**config.mk**
```make
export PLATFORM = sky130hd
export DESIGN_NAME = zxw_input_cond_v_flat
export DESIGN_NICKNAME = d
export VERILOG_FILES = /design/src/rtl/zxw_cpu_defs.sv /design/src/rtl/zxw_input_cond_v_if.sv /design/src/rtl/zxw_debounce_v.sv /design/src/rtl/zxw_input_cond_v.sv /design/src/flat_wrapper.sv
export SDC_FILE = /design/constraint.sdc
export NUM_CORES = 1
export LEC_CHECK = 0
export CORE_ASPECT_RATIO = 0.6
export CORE_MARGIN = 2
export CORE_UTILIZATION = 50
export CTS_CLUSTER_SIZE = 20
export DETAILED_ROUTE_END_ITERATION = 8
export PLACE_DENSITY = 0.67
export SLEW_MARGIN = 20
export SYNTH_ARGS = -nofsm -noshare
export SYNTH_HDL_FRONTEND = slang
export SYNTH_SLANG_ARGS = --single-unit
```
**constraint.sdc**
```tcl
create_clock -name Clock_pin -period 3.18 [get_ports Clock_pin]
set_input_delay 0.318 -clock Clock_pin [delete_from_list [all_inputs] [get_ports Clock_pin]]
set_output_delay 0.318 -clock Clock_pin [all_outputs]
set_load 0.01 [all_outputs]
```
**src/rtl/zxw_cpu_defs.sv**
```systemverilog
// Definitions shared by the 4-bit CPU core and its input conditioning stage.
// Latency: none (types and constants only).
// Backpressure: none.
package zxw_cpu_defs;

  // Per-channel debounce FSM states (stable low, qualifying high, stable high, qualifying low)
  typedef enum logic [1:0] {
    S_LO      = 2'b00,
    S_LO_WAIT = 2'b01,
    S_HI      = 2'b10,
    S_HI_WAIT = 2'b11
  } db_state_t;

  // Memory-mapped I/O addresses seen by the core
  localparam logic [7:0] FC = 8'hFC;  // pushbutton levels
  localparam logic [7:0] FD = 8'hFD;  // slide switch levels
  localparam logic [7:0] FE = 8'hFE;
  localparam logic [7:0] FF = 8'hFF;

  localparam int NUM_SW = 4;
  localparam int NUM_PB = 4;

endpackage

```
**src/rtl/zxw_input_cond_v_if.sv**
```systemverilog
// Raw board inputs and conditioned outputs of the input stage.
// Latency: none (wires only).
// Backpressure: none; levels and strobes are sampled by the consumer every cycle.
interface zxw_input_cond_v_if;

  logic [3:0] SW_raw_pin;
  logic [3:0] PB_raw_pin;
  logic [3:0] SW_out;
  logic [3:0] PB_out;
  logic [3:0] PB_press;

  // Board / stimulus side: drives raw inputs, observes conditioned outputs
  modport master (
    output SW_raw_pin,
    output PB_raw_pin,
    input  SW_out,
    input  PB_out,
    input  PB_press
  );

  // Conditioning stage side
  modport slave (
    input  SW_raw_pin,
    input  PB_raw_pin,
    output SW_out,
    output PB_out,
    output PB_press
  );

endinterface

```
**src/rtl/zxw_debounce_v.sv**
```systemverilog
// One input channel: N-flop synchroniser followed by a four-state debounce FSM.
// Latency: q follows a clean change SYNC_STAGES+DB_CYCLES-1 edges after it is first sampled.
// Backpressure: none; rise_pulse is a single-cycle strobe with no acknowledge.
module zxw_debounce_v
  import zxw_cpu_defs::*;
#(
  parameter int DB_CYCLES   = 50000,
  parameter int CNT_W       = 16,
  parameter int SYNC_STAGES = 2
) (
  input  logic Clock_pin,
  input  logic Reset_pin,
  input  logic level,
  output logic q,
  output logic rise_pulse
);

  // The sample that moves the FSM into a WAIT state is the first of the
  // DB_CYCLES stable samples, so the counter only has to cover the rest.
  localparam logic [CNT_W-1:0] DB_LAST = CNT_W'(DB_CYCLES - 2);

  generate
    if (DB_CYCLES < 2 || DB_CYCLES > (2 ** CNT_W)) begin : g_bad_db
      $error("zxw_debounce_v: DB_CYCLES must lie in 2 .. 2**CNT_W");
    end
    if (SYNC_STAGES < 2) begin : g_bad_sync
      $error("zxw_debounce_v: SYNC_STAGES must be at least 2");
    end
  endgenerate

  logic [SYNC_STAGES-1:0] sync_ff;
  logic                   s;
  db_state_t              state;
  logic [CNT_W-1:0]       cnt;

  assign s = sync_ff[SYNC_STAGES-1];

  // Shift the asynchronous level through the synchroniser chain
  always_ff @(posedge Clock_pin) begin
    if (Reset_pin) sync_ff <= '0;
    else           sync_ff <= {sync_ff[SYNC_STAGES-2:0], level};
  end

  // Debounce FSM: a new level is accepted only after an unbroken run of samples
  always_ff @(posedge Clock_pin) begin
    if (Reset_pin) begin
      state      <= S_LO;
      cnt        <= '0;
      q          <= 1'b0;
      rise_pulse <= 1'b0;
    end else begin
      rise_pulse <= 1'b0;
      case (state)
        S_LO: begin
          if (s) begin
            state <= S_LO_WAIT;
            cnt   <= '0;
          end
        end
        S_LO_WAIT: begin
          if (!s) begin
            state <= S_LO;
          end else if (cnt == DB_LAST) begin
            state      <= S_HI;
            q          <= 1'b1;
            rise_pulse <= 1'b1;
          end else begin
            cnt <= cnt + CNT_W'(1);
          end
        end
        S_HI: begin
          if (!s) begin
            state <= S_HI_WAIT;
            cnt   <= '0;
          end
        end
        S_HI_WAIT: begin
          if (s) begin
            state <= S_HI;
          end else if (cnt == DB_LAST) begin
            state <= S_LO;
            q     <= 1'b0;
          end else begin
            cnt <= cnt + CNT_W'(1);
          end
        end
        default: state <= S_LO;
      endcase
    end
  end

endmodule

```
**src/rtl/zxw_input_cond_v.sv**
```systemverilog
// Input stage for the 4-bit core: sync + debounce of 4 switches and 4 buttons, press strobes.
// Latency: SYNC_STAGES+DB_CYCLES-1 edges from a clean raw change to SW_out/PB_out/PB_press.
// Backpressure: none; ZXW_INPUT_COND_PB_TOGGLE_EN turns PB_out into per-button toggle flags.
module zxw_input_cond_v
  import zxw_cpu_defs::*;
#(
  parameter int DB_CYCLES     = 50000,
  parameter int CNT_W         = 16,
  parameter int SYNC_STAGES   = 2,
  parameter bit PB_ACTIVE_LOW = 1'b1
) (
  input  logic                Clock_pin,
  input  logic                Reset_pin,
  zxw_input_cond_v_if.slave   io
);

  localparam int NCH = NUM_SW + NUM_PB;

  logic [NUM_PB-1:0] pb_level;
  logic [NCH-1:0]    level;
  logic [NCH-1:0]    q;
  logic [NCH-1:0]    rise;
  logic [NUM_SW-1:0] unused_sw_rise;

  // Buttons are made active-high before synchronising so reset means "released"
  assign pb_level = PB_ACTIVE_LOW ? ~io.PB_raw_pin : io.PB_raw_pin;
  assign level    = {pb_level, io.SW_raw_pin};

  for (genvar i = 0; i < NCH; i++) begin : g_chan
    zxw_debounce_v #(
      .DB_CYCLES   (DB_CYCLES),
      .CNT_W       (CNT_W),
      .SYNC_STAGES (SYNC_STAGES)
    ) u_db (
      .Clock_pin  (Clock_pin),
      .Reset_pin  (Reset_pin),
      .level      (level[i]),
      .q          (q[i]),
      .rise_pulse (rise[i])
    );
  end

  assign io.SW_out   = q[NUM_SW-1:0];
  assign io.PB_press = rise[NCH-1:NUM_SW];
  // Switches have no event interface; their strobes are deliberately dropped
  assign unused_sw_rise = rise[NUM_SW-1:0];

`ifdef ZXW_INPUT_COND_PB_TOGGLE_EN
  logic [NUM_PB-1:0] pb_toggle;

  // Accumulate presses; the XOR below shows the new value in the strobe cycle itself
  always_ff @(posedge Clock_pin) begin
    if (Reset_pin) pb_toggle <= '0;
    else           pb_toggle <= pb_toggle ^ rise[NCH-1:NUM_SW];
  end

  assign io.PB_out = pb_toggle ^ rise[NCH-1:NUM_SW];
`else
  assign io.PB_out = q[NCH-1:NUM_SW];
`endif

endmodule

```
**src/flat_wrapper.sv**
```systemverilog
// flat-port wrapper written by rule: the top's interface ports become plain ports
module zxw_input_cond_v_flat import zxw_cpu_defs::*;
#(
  parameter int DB_CYCLES     = 50000,
  parameter int CNT_W         = 16,
  parameter int SYNC_STAGES   = 2,
  parameter bit PB_ACTIVE_LOW = 1'b1
)
  (Clock_pin, Reset_pin, io_SW_raw_pin, io_PB_raw_pin, io_SW_out, io_PB_out, io_PB_press);
  zxw_input_cond_v_if io_i ();
  input  logic Clock_pin;
  input  logic Reset_pin;
  input wire logic [$bits(io_i.SW_raw_pin)-1:0] io_SW_raw_pin;
  input wire logic [$bits(io_i.PB_raw_pin)-1:0] io_PB_raw_pin;
  output wire logic [$bits(io_i.SW_out)-1:0] io_SW_out;
  output wire logic [$bits(io_i.PB_out)-1:0] io_PB_out;
  output wire logic [$bits(io_i.PB_press)-1:0] io_PB_press;
  assign io_i.SW_raw_pin = io_SW_raw_pin;
  assign io_i.PB_raw_pin = io_PB_raw_pin;
  assign io_SW_out = io_i.SW_out;
  assign io_PB_out = io_i.PB_out;
  assign io_PB_press = io_i.PB_press;
  zxw_input_cond_v #(.DB_CYCLES(DB_CYCLES), .CNT_W(CNT_W), .SYNC_STAGES(SYNC_STAGES), .PB_ACTIVE_LOW(PB_ACTIVE_LOW)) u_core (.Clock_pin(Clock_pin), .Reset_pin(Reset_pin), .io(io_i));
endmodule
```
# --- After elaboration in Yosys (flattened, before gate mapping) ---
# Index checks and enable logic that the tools add are counted.
totals:
  in_bits: 10
  ff_bits: 172
  elab_cells: 341
  output_inout_bits: 12
op_classes:
  muxes: 148
  n_bitwise: 9
  n_eq_ne: 96
  n_addsub: 8
  n_reduce_logical: 44
op_table:
  columns: ["operator", "n"]
  rows:
  - ["2-to-1 mux 16 bit", 40]
  - ["case mux 16 bit (4 select lines)", 8]
  - ["adder 16 x 1 -> 16 bit, second input constant", 8]
  - ["equality test 16 bit, second input constant", 8]
  - ["2-to-1 mux 2 bit", 48]
  - ["inequality test 2 bit, second input constant", 48]
  - ["case mux 2 bit (4 select lines)", 8]
  - ["AND reduction 4 bit", 16]
  - ["inequality test 3 bit, second input constant", 16]
  - ["AND reduction 5 bit", 8]
  - ["2-to-1 mux 1 bit", 36]
  - ["equality test 2 bit, second input constant", 16]
  - ["equality test 2 x 1 -> 1 bit, second input constant", 8]
  - ["logical NOT 2 bit", 8]
  - ["case mux 1 bit (2 select lines)", 8]
  - ["nonzero test 2 bit", 8]
  - ["OR reduction 3 bit", 4]
  - ["inverter 1 bit", 8]
  - ["inverter 4 bit", 1]

# --- Depth between registers and ports, before layout ---
logic_depth:
  word_depth: 4
  ltp_mapped: 9
  depth_no_buf: 7

# --- Modules after synthesis ---
# Synthesis repeated with hierarchy kept, for this count alone.
unflattened:
  hier_cells: 1016
  hier_area_um2: 9103.7
by_module_without_submodules:
  columns: ["module", "area_each_um2", "n_inst", "seq_area_each_um2", "cells_per_inst"]
  rows:
  - ["zxw_debounce_v", 1132.3, 8, 440.4, 126]
  - ["zxw_input_cond_v", 45.0, 1, 0.0, 8]

# --- Worst setup path after synthesis ---
# OpenSTA, ideal clock, no wires.
synth_path:
  path_kind: "reg-to-reg"
  from: "register u_core.g_chan[5].u_db.cnt[7]"
  to: "register u_core.g_chan[5].u_db.cnt[14]"
  arrival_ps: 2093
  setup_ps: 122
  path_slack_ps: 965
  synth_period_minus_slack_ps: 2215
  stages_incl_launch_ff: 7
  required_ps: 3058
  n_path_buf: 1
  path_cell_list: "dfxtp_1 -> or4b_4 -> or4_1 -> and4b_1 -> buf_6 -> and3_1 -> a221o_1"
synth_via:
  elab_chain_cells: 4
  elab_cells_between_ends: 6
  classes_between: "add/sub (1); eq/ne (1); mux (4)"
synth_rtl:
  columns: ["item", "line_no", "source"]
  rows:
  - ["start, declared", "zxw_debounce_v.sv:34", "logic [CNT_W-1:0] cnt;"]
  - ["start signal, assigned", "zxw_debounce_v.sv:68", "cnt <= cnt + CNT_W'(1);"]
  - ["start signal, assigned", "zxw_debounce_v.sv:84", "cnt <= cnt + CNT_W'(1);"]
  - ["adder 16 x 1 -> 16 bit / equality test 16 bit (equally long branches)", null, null]
  - ["2-to-1 mux 16 bit (*)", "zxw_debounce_v.sv:63, zxw_debounce_v.sv:80", null]
  - ["2-to-1 mux 16 bit, on equally long branches", "zxw_debounce_v.sv:78, zxw_debounce_v.sv:61", null]
  - ["case mux 16 bit (4 select lines) (*)", "zxw_debounce_v.sv:53", "case (state)"]
# Mark *: on every way between the ends. The rest lies on a longest branch, timed or not. The select of a mux whose other input is x is not followed.
# A chain may end at the register's enable or synchronous reset.

# --- Worst setup path in the final report ---
layout_path:
  from: "register u_core.g_chan[6].u_db.cnt[1]"
  to: "register u_core.g_chan[6].u_db.cnt[8]"
layout_via:
  elab_chain_cells: 4
  elab_cells_between_ends: 6
  classes_between: "add/sub (1); eq/ne (1); mux (4)"
layout_rtl:
  columns: ["item", "line_no"]
  rows:
  - ["start, declared", "zxw_debounce_v.sv:34"]
  - ["start signal, assigned", "zxw_debounce_v.sv:68"]
  - ["start signal, assigned", "zxw_debounce_v.sv:84"]
  - ["adder 16 x 1 -> 16 bit / equality test 16 bit (equally long branches)", null]
  - ["2-to-1 mux 16 bit (*)", "zxw_debounce_v.sv:63, zxw_debounce_v.sv:80"]
  - ["2-to-1 mux 16 bit, on equally long branches", "zxw_debounce_v.sv:78, zxw_debounce_v.sv:61"]
  - ["case mux 16 bit (4 select lines) (*)", "zxw_debounce_v.sv:53"]
# Marks and branches as above.

==> results.cfg <==
[status]
status = finished clean

[cells_and_area]
multiInputGateArea_um2 = 4660
final_core_utilization = 0.570
area_occupied_by_registers_um2 = 3440
n_fill_cell = 1506
drive_gt1_frac = 0.0757
area_delta_synth_final_pct = 10.2
n_antenna_cell = 0
finalNetCount = 1030

[detailed_routing]
drt-wirelength-per-cell_um = 13.8
final_antenna_net_count = 0
wl_met2_mm = 6.55
dr_total_vias = 7031
drt_wl_total_mm = 17.2
drt_pre_antenna_iters = 7
detailroute.wirelength.met3_um = 905
maxUsedRoutingLayer = met4
initialDrtViolationCount = 569
drt-met1-wl_mm = 9.58
avgViaCountPerCell = 5.65
remaining_drc_errors = 0

[setup_path]
critPathSlowestCell = sky130_fd_sc_hd__nor2b_1
path_delay_family = simple AND/OR/NAND/NOR gates
end_kind = flop
path_cells = ha_1 -> nor4bb_1 -> nand4b_1 -> o21ai_0 -> nor2b_1 -> a211o_1
timing.rr.start = u_core.g_chan[6].u_db.cnt[1]
timing.reg2reg.worst_path_depth = 6
timing.critical_path.buf_inv = 0
path_depth = 6
startpoint_type = flop
rrSetupSlack_ns = 0.76
timing.rr.end = u_core.g_chan[6].u_db.cnt[8]
worst-path-max-fanout = 9
worst_ep_required_time_ns = 3.55
cp_data_arrival_time_ns = 2.79
critPathKind = flop to flop
critical_path.max_stage_delay_ns = 0.62

[yosys]
synth_sequential_area_ratio = 0.406
netlist_instances = 1002
synth_area_per_cell_um2 = 8.45
synth_compound_area_frac = 0.125
netlist.top_cell.by_area = sky130_fd_sc_hd__dfxtp_1
mappedNetlistNets = 1028
synth_enable_flop_cells = 0
synth_top_flop_cell = sky130_fd_sc_hd__dfxtp_1
async_reset_ff_frac = 0
muxShareOfSynthArea = 0.0213
synth.cell_area_um2 = 8470
synth_simple_gate_area_frac = 0.321
synth-seq-cells = 172
post_synth_num_cell_types = 68
post_synth_main_area_contributors = sky130_fd_sc_hd__dfxtp_1, sky130_fd_sc_hd__nor2_1, sky130_fd_sc_hd__nand3_1
synth_fa_ha_area_frac = 0.0236
synth_xor_area_frac = 0.0600
dominant_combinational_cell_family_by_area_after_synthesis = simple AND/OR/NAND/NOR gates
count_of_synthesis_stage_warnings_from_yosys = 0
yosysTopAreaCellShare = 0.406

[floorplan]
io_pins = 22
initial_utilization = 0.517
die_height_um = 105
chipWidth_um = 172
die_footprint_um2 = 18000
row_count = 36
floorplan.core_area_um2 = 16400

[grt]
total_global_routing_track_utilization = 0.199
grt_pass1_wl_mm = 29.6
overflow = 0
grt_pass1_vias = 5998
antenna_violations_before_repair = 0
grt_start_max_net_pins = 37

[min_path]
critical_hold_path_startpoint = Reset_pin
holdPathEnd = u_core.g_chan[6].u_db.sync_ff[0]
worst_hold_path.num_cells = 2
worstHoldPathType = primary input to flop

[timing]
final-max-slew-violation-count = 0
setup_viol_count_final = 0
timing_worst_slew_pin_value_ns = 1.02
hold_fails_final_rpt = 0
grt_setup_unrepaired = false
min_period_ns = 2.42
peak_freq_mhz = 414
period_share = 0.760
fin_skew_ns = 0.00832
setup-tns-final_ns = 0
max_slew_margin = 0.317

[power]
ir_drop_worst_case_vdd_v = 0.000327
post-layout-total-power_mw = 4.37
leakagePower_nw = 3.15
power_density_nw_per_um2 = 468

[placed_design]
hpwlAfterDp_mm = 11.9
place_congestion = 0.889
io_buffers = 21

[clock_network]
ctsHoldBuffers = 0
clkTransAtPathRegs_ns = 0.07
clock_insertion_delay_worst_skew_ns = 0.42
tritoncts_num_sinks = 172
cts-root-buf = sky130_fd_sc_hd__clkbuf_16
cts_tree = built
number_of_buffers_inserted_to_repair_setup_after_cts = 0
tritoncts.num_buffers = 17
clk_path_buf_depth = 2
level_count_of_the_clock_h_tree = 4
gates_resized_cts_repair = 0

[job]
max-cap-violations = 0
## cells in the final DEF, fill, tap and decap left out, types with 9 or more instances in the layout
cell / count
sky130_fd_sc_hd__a21o_1: 10
sky130_fd_sc_hd__a21oi_1: 49
sky130_fd_sc_hd__a22oi_1: 12
sky130_fd_sc_hd__a31oi_1: 13
sky130_fd_sc_hd__and3_1: 15
sky130_fd_sc_hd__and4_1: 9
sky130_fd_sc_hd__buf_4: 9
sky130_fd_sc_hd__clkbuf_16: 17
sky130_fd_sc_hd__clkdlybuf4s50_1: 20
sky130_fd_sc_hd__dfxtp_1: 172
sky130_fd_sc_hd__ha_1: 16
sky130_fd_sc_hd__inv_1: 27
sky130_fd_sc_hd__mux2i_1: 9
sky130_fd_sc_hd__nand2_1: 83
sky130_fd_sc_hd__nand3_1: 68
sky130_fd_sc_hd__nand4_1: 31
sky130_fd_sc_hd__nor2_1: 128
sky130_fd_sc_hd__nor2b_1: 16
sky130_fd_sc_hd__nor3_1: 29
sky130_fd_sc_hd__nor4_1: 15
sky130_fd_sc_hd__o21ai_0: 36
sky130_fd_sc_hd__or3_1: 17
sky130_fd_sc_hd__or4b_2: 13
sky130_fd_sc_hd__xnor2_1: 27
sky130_fd_sc_hd__xor2_1: 31
## per-stage QoR
step                hold slack (ns)  area, um^2  worst slack, ns  instances
floorplan                     0.385        8470            0.965       1002
global placement              0.417        8760            0.841       1213
detailed placement            0.422        8760            0.754       1213
CTS                           0.266        9340            0.745       1245
global route                  0.293        9340            0.423       1245
finish                        0.275        9340            0.762       1245
## flip-flops by register name (all words and copies together), names as in the netlist, named ones only
register                       flops
u_core.g_chan.u_db.cnt           128
u_core.g_chan.u_db.q               8
u_core.g_chan.u_db.rise_pulse      4
u_core.g_chan.u_db.state           8
u_core.g_chan.u_db.sync_ff        16
## cells by family (layout without fill, tap and decap cells)
kind of cell               count (synthesis)  after routing
and+or+nand+nor                          502            502
DFF                                      172            172
AOI/OAI and AO/OA                        163            163
buffers and inverters                     74             89
xor gates and xnor gates                  58             58
muxes                                     17             17
adders and majority gates                 16             16
## Yosys cell counts, types with 16 or more instances
cell / instances
sky130_fd_sc_hd__dfxtp_1: 172
sky130_fd_sc_hd__nor2_1: 128
sky130_fd_sc_hd__nand2_1: 83
sky130_fd_sc_hd__nand3_1: 68
sky130_fd_sc_hd__a21oi_1: 49
sky130_fd_sc_hd__o21ai_0: 36
sky130_fd_sc_hd__nand4_1: 31
sky130_fd_sc_hd__xor2_1: 31
sky130_fd_sc_hd__nor3_1: 29
sky130_fd_sc_hd__inv_1: 27
sky130_fd_sc_hd__xnor2_1: 27
sky130_fd_sc_hd__clkbuf_1: 23
sky130_fd_sc_hd__or3_1: 17
sky130_fd_sc_hd__ha_1: 16
sky130_fd_sc_hd__nor2b_1: 16
## where the power goes
group          leakage [nW]  switching [mW]  total [mW]  internal (mW)
combinational          1.48           0.100       0.168         0.0675
clock                 0.281           0.886        2.01           1.12
sequential             1.39          0.0211        2.20           2.18
## layout make-up
cell class | instances | share of cell area
inverters | 28 | 0.0113
multi-input cells | 756 | 0.499
clock buffers | 19 | 0.0474
flip-flops and latches | 172 | 0.369
repair buffers | 29 | 0.0287
clock inverters | 13 | 0.0142
well taps | 228 | 0.0305
## how the worst max path moves through the flow
| stage | start | to | slack, ns |
|---|---|---|---|
| 2_1_floorplan | u_core.g_chan[5].u_db.cnt[7] | u_core.g_chan[5].u_db.cnt[14] | 0.97 |
| 3_3_place_gp | u_core.g_chan[6].u_db.cnt[0] | u_core.g_chan[6].u_db.cnt[8] | 0.84 |
| 3_5_place_dp | u_core.g_chan[6].u_db.cnt[8] | u_core.g_chan[6].u_db.cnt[1] | 0.75 |
| 4_1_cts | u_core.g_chan[6].u_db.cnt[8] | u_core.g_chan[6].u_db.cnt[8] | 0.75 |
| 5_1_grt | u_core.g_chan[6].u_db.cnt[1] | u_core.g_chan[6].u_db.cnt[12] | 0.42 |
| 6_report | u_core.g_chan[6].u_db.cnt[1] | u_core.g_chan[6].u_db.cnt[8] | 0.76 |
## routing by layer
layer / up-vias / track usage
met4: 0 / 0.0546
met3: 13 / 0.0428
met5: - / 0
met2: 172 / 0.253
li1: 3604 / -
met1: 3242 / 0.324
(Power assumes the default switching activity.)
